$ cat src/rtl/seq_multiplier.sv
// Sequential shift-add multiplier, signed or unsigned operands.
// One operand bit is retired per RUN cycle, so a result takes WIDTH cycles.
// A new start is accepted in the DONE cycle, giving one result per WIDTH+1 cycles.
module seq_multiplier #(
  parameter int WIDTH = 4
) (
  input  logic                   clk,
  input  logic                   rst,
  input  logic                   start,
  input  logic                   signed_mode,
  input  logic [WIDTH-1:0]       a,
  input  logic [WIDTH-1:0]       b,
  output logic [2*WIDTH-1:0]     product,
  output logic                   busy,
  output logic                   done
);

  localparam int CNT_W = (WIDTH > 2) ? $clog2(WIDTH) : 1;
  localparam logic [CNT_W-1:0] LAST_BIT = CNT_W'(WIDTH - 1);

  typedef enum logic [1:0] {
    IDLE = 2'd0,
    RUN  = 2'd1,
    DONE = 2'd2
  } state_t;

  state_t               state_q, state_d;
  logic [2*WIDTH-1:0]   mcand_q, mcand_d;
  logic [WIDTH-1:0]     mplier_q, mplier_d;
  logic [2*WIDTH-1:0]   acc_q, acc_d;
  logic [CNT_W-1:0]     cnt_q, cnt_d;
  logic                 sign_q, sign_d;
  logic [2*WIDTH-1:0]   product_q, product_d;
  logic                 busy_q, busy_d;
  logic                 done_q, done_d;
  logic [2*WIDTH-1:0]   acc_sum;

  // Magnitude of an operand; -2^(WIDTH-1) maps to 2^(WIDTH-1), which still
  // fits in WIDTH bits when read as unsigned.
  function automatic logic [WIDTH-1:0] mag(input logic [WIDTH-1:0] x,
                                           input logic is_signed);
    if (is_signed && x[WIDTH-1]) mag = -x;
    else                         mag = x;
  endfunction

  // Apply the result sign to the unsigned magnitude product.
  function automatic logic [2*WIDTH-1:0] apply_sign(input logic [2*WIDTH-1:0] m,
                                                    input logic neg);
    if (neg) apply_sign = -m;
    else     apply_sign = m;
  endfunction

  // Next-state and datapath: operand capture, shift-add step, result transfer.
  always_comb begin
    state_d   = state_q;
    mcand_d   = mcand_q;
    mplier_d  = mplier_q;
    acc_d     = acc_q;
    cnt_d     = cnt_q;
    sign_d    = sign_q;
    product_d = product_q;
    busy_d    = busy_q;
    done_d    = 1'b0;
    acc_sum   = mplier_q[0] ? (acc_q + mcand_q) : acc_q;

    case (state_q)
      RUN: begin
        acc_d    = acc_sum;
        mplier_d = mplier_q >> 1;
        mcand_d  = mcand_q << 1;
        cnt_d    = cnt_q + CNT_W'(1);
        if (cnt_q == LAST_BIT) begin
          state_d   = DONE;
          busy_d    = 1'b0;
          done_d    = 1'b1;
          product_d = apply_sign(acc_sum, sign_q);
        end
      end
      default: begin
        // IDLE and DONE both accept a new operation.
        if (start) begin
          state_d  = RUN;
          busy_d   = 1'b1;
          mcand_d  = {{WIDTH{1'b0}}, mag(a, signed_mode)};
          mplier_d = mag(b, signed_mode);
          sign_d   = signed_mode & (a[WIDTH-1] ^ b[WIDTH-1]);
          acc_d    = '0;
          cnt_d    = '0;
        end else begin
          state_d = IDLE;
        end
      end
    endcase
  end

  // State register; reset clears control and datapath so product reads 0.
  always_ff @(posedge clk) begin
    if (rst) begin
      state_q   <= IDLE;
      mcand_q   <= '0;
      mplier_q  <= '0;
      acc_q     <= '0;
      cnt_q     <= '0;
      sign_q    <= 1'b0;
      product_q <= '0;
      busy_q    <= 1'b0;
      done_q    <= 1'b0;
    end else begin
      state_q   <= state_d;
      mcand_q   <= mcand_d;
      mplier_q  <= mplier_d;
      acc_q     <= acc_d;
      cnt_q     <= cnt_d;
      sign_q    <= sign_d;
      product_q <= product_d;
      busy_q    <= busy_d;
      done_q    <= done_d;
    end
  end

  assign product = product_q;
  assign busy    = busy_q;
  assign done    = done_q;

endmodule

$ cat config.mk
export PLATFORM = sky130hd
export DESIGN_NAME = seq_multiplier
export DESIGN_NICKNAME = d
export VERILOG_FILES = /design/src/rtl/seq_multiplier.sv
export SDC_FILE = /design/constraint.sdc
export NUM_CORES = 1
export LEC_CHECK = 0
export CAP_MARGIN = 20
export CORE_AREA = 2 2 69 71
export CTS_CLUSTER_DIAMETER = 100
export DETAILED_ROUTE_END_ITERATION = 16
export DIE_AREA = 0 0 71 73
export GPL_ROUTABILITY_DRIVEN = 0
export PLACE_DENSITY = 0.76
export SLEW_MARGIN = 20
export SYNTH_ARGS = -nofsm -noshare
export SYNTH_HDL_FRONTEND = slang
export SYNTH_SLANG_ARGS = --single-unit
$ cat constraint.sdc
create_clock -name clk -period 3.39 [get_ports clk]
set_input_delay 0.5085 -clock clk [delete_from_list [all_inputs] [get_ports clk]]
set_output_delay 0.5085 -clock clk [all_outputs]
set_load 0.005 [all_outputs]
==> results.txt <==
Status: complete, no violations
CP max FO: 3
Clock skew: 0.0104 ns
Slew at the pin closest to its max-slew limit: 0.880 ns
Most common library cells after synthesis: dfxtp_1, nor2_1, a21oi_1
Post-synthesis adder-cell area fraction: 8.20%
CP arrival: 2.73 ns
Worst hold-check path type: reg -> reg
Vias per std cell: 5.60
Peak supply drop: 0.163 mV
Met2 Use GR: 28.5%
PostCTS Resize Cnt: 0
Min Hold Slack: 0.457 ns
CP max-delay cell: fa_1
Setup violators final: 0
Nets@finish: 270
Clock Sinks: 35
Wire per inst: 12.9 µm
Largest family of logic cells by synthesized area: compound AO/OA/AOI/OAI gates
Global route overflow: 0
Mapped Cells: 228
Clock network fraction of total power: 34.9%
Type of the worst setup path: reg -> reg
Pin count of the biggest net entering global routing: 28
Area added between synthesis and finish: 17.3%
RSZ-0062 raised after global routing: no
Post-Syn Area per Cell: 8.43 µm²
Reg power frac: 51.5%
Post-Synthesis Cell Area: 0.00192 mm²
Die Y: 73 µm
Post-synth EDFFs: 0
# IOs: 22
XOR/XNOR Fraction of Synth Area: 4.56%
# Max-Cap Violations: 0
Met3 usage: 4.97%
Met1 Resource Use GR: 19.6%
Final Cycle Share: 75.1%
DIE AREA: 0.00518 mm²
Syn_nets: 252
Netlist cell types: 37
Post-synthesis mux area share: 4.30%
Yosys warnings: 0
CTS tree: built
Most used routing layer: met2
Switching Power: 231 µW
CTS H-tree depth: 2
Tot GR Track Use: 16.5%
Cell Chain, Critical Path: ha_1, fa_1, a21o_1, a211oi_1, o31ai_1, or2_4, o41ai_4, xnor2_1, a22o_1
Startpoint Class: flip-flop
DR pass1 iterations: 4
P_int: 615 µW
Initial antenna violation count: 0
Slew Limit Fails: 0
Complex-gate fraction of the synthesized area: 23.0%
Endpoints failing hold: 0
Core Region: 0.00454 mm²
Clock transition at path regs: 0.07 ns
Iter 0 DRT Violations: 70
Total power: 847 µW
Hold Buf Count CTS: 0
Layout filler cell count: 434
Num CTS Buffers: 5
Diodes inserted: 0
# DRC: 0
Antenna Nets Post-Route: 0
Vias: 1687
Fin crit period: 2.55 ns
Synth area leader: dfxtp_1
Clk_lat worst skew: 0.29 ns
Main synth FF type: dfxtp_1
Vias in the first global route: 1578
Post-synth top area share: 36.5%
Fraction of registers with async set/reset: 0%
Fmax achieved: 393 MHz
Clock buffer depth: 2
Net Sw Frac: 27.3%
Share of cells above drive strength 1: 6.07%
Slew HR: 41.4%
Synthesis-stage register bit count: 35
Root buf cell: clkbuf_8
Worst Setup End Kind: flip-flop
FP Rows: 25
Post-DP HPWL: 2750 µm
Synth area leaders: dfxtp_1, ha_1, nor2_1
CP required: 3.57 ns
Pwr dens: 376 mW/mm²
Die width: 71 µm
Postcts setup bufs: 0
Simple-Gate Fraction of Synth Area: 19.9%
CP max stage delay: 0.43 ns
Setup_tns: 0 ns
P_leak: 0.000949 µW
First-pass GRT wire length: 6800 µm
Comb pwr share: 13.6%
Port Buf Inserts: 21
Total wire length: 3870 µm
Initial core utilization: 42.4%
Sequential area share after synthesis: 36.5%
Top-count cell post-synth: dfxtp_1
-- power groups by stage --
stage | clock (µW) | combinational (µW) | sequential (µW)
finish | 295 | 115 | 436
global placement | 0 | 113 | 445
CTS | 302 | 115 | 436
global route | 323 | 131 | 438
floorplan | 0 | 84.0 | 439
detailed placement | 0 | 115 | 446
-- path summary, 6_finish.rpt --
kind / from / to / slack [ns] / depth (start not counted)
hold / removal: product[0]$_SDFFE_PP0P_ / product[0]$_SDFFE_PP0P_ / 0.46 / 2
setup / recovery: mcand_q[0]$_SDFFE_PP0P_ / product[7]$_SDFFE_PP0P_ / 0.84 / 9
setup reg to reg: mcand_q[0]$_SDFFE_PP0P_ / product[7]$_SDFFE_PP0P_ / 0.84 / 9
hold reg to reg: product[0]$_SDFFE_PP0P_ / product[0]$_SDFFE_PP0P_ / 0.46 / 2
-- per-layer routing --
metal	share of wire, %	wire length, µm
met5	0	0
met4	1.6	61
met3	4.6	179
met2	47	1800
met1	47	1830
-- stage by stage --
stage	worst slack, ns	instances	util [%]	cell area [µm²]
finish	0.843	301	49.7	2250
global route	0.639	301	49.7	2250
CTS	0.831	301	49.7	2250
detailed placement	0.851	293	47.8	2170
global placement	0.896	293	47.8	2170
floorplan	0.976	228	-	1920
-- kinds of logic (layout without fill, tap and decap cells) --
logic type / after synthesis / in the layout
buffers and inverters: 18 / 37
muxes: 8 / 8
DFF: 35 / 35
xor gates and xnor gates: 10 / 10
AOI/OAI and AO/OA: 65 / 65
adders and majority gates: 12 / 12
and+or+nand+nor: 80 / 80
-- worst max-delay path: cells and delay by family, from the launching register on --
family,cells,cell delay (ns)
AOI/OAI and AO/OA,5,1.07
xor gates and xnor gates,1,0.09
DFF,1,0.34
and+or+nand+nor,1,0.27
adders and majority gates,2,0.67
-- flip-flops by register name, summed over array words and instances, names as in the netlist --
register  count
state_q       2
cnt_q         2
busy          1
done          1
mplier_q      4
product       8
acc_q         8
sign_q        1
mcand_q       8
-- cells in the final DEF, fill, tap and decap left out, types with 3 or more instances in the layout --
master | synthesis | layout
a211oi_1 | 5 | 5
a21oi_1 | 23 | 23
a22o_1 | 7 | 7
a311oi_1 | 4 | 4
a31oi_1 | 6 | 6
and3_1 | 10 | 10
clkbuf_8 | 0 | 5
clkdlybuf4s50_1 | 0 | 21
dfxtp_1 | 35 | 35
ha_1 | 11 | 11
inv_1 | 5 | 5
mux2i_1 | 6 | 6
nand2_1 | 13 | 13
nand2b_1 | 3 | 3
nand3_1 | 3 | 3
nor2_1 | 34 | 34
nor2b_1 | 5 | 5
nor3_1 | 5 | 5
o21ai_0 | 6 | 6
o21ai_1 | 3 | 3
o31ai_1 | 5 | 5
xnor2_1 | 7 | 7
xor2_1 | 3 | 3
-- final cells by class --
type	count	area, µm²	share of cell area (%)
well taps	54	67.6	3.00
clock buffers	6	72.6	3.22
multi-input cells	175	1150	51.1
inverters	6	22.5	0.999
clock inverters	2	12.5	0.555
repair buffers	23	225	9.99
flip-flops and latches	35	701	31.1
No activity file was read; power rests on OpenSTA's default activity.
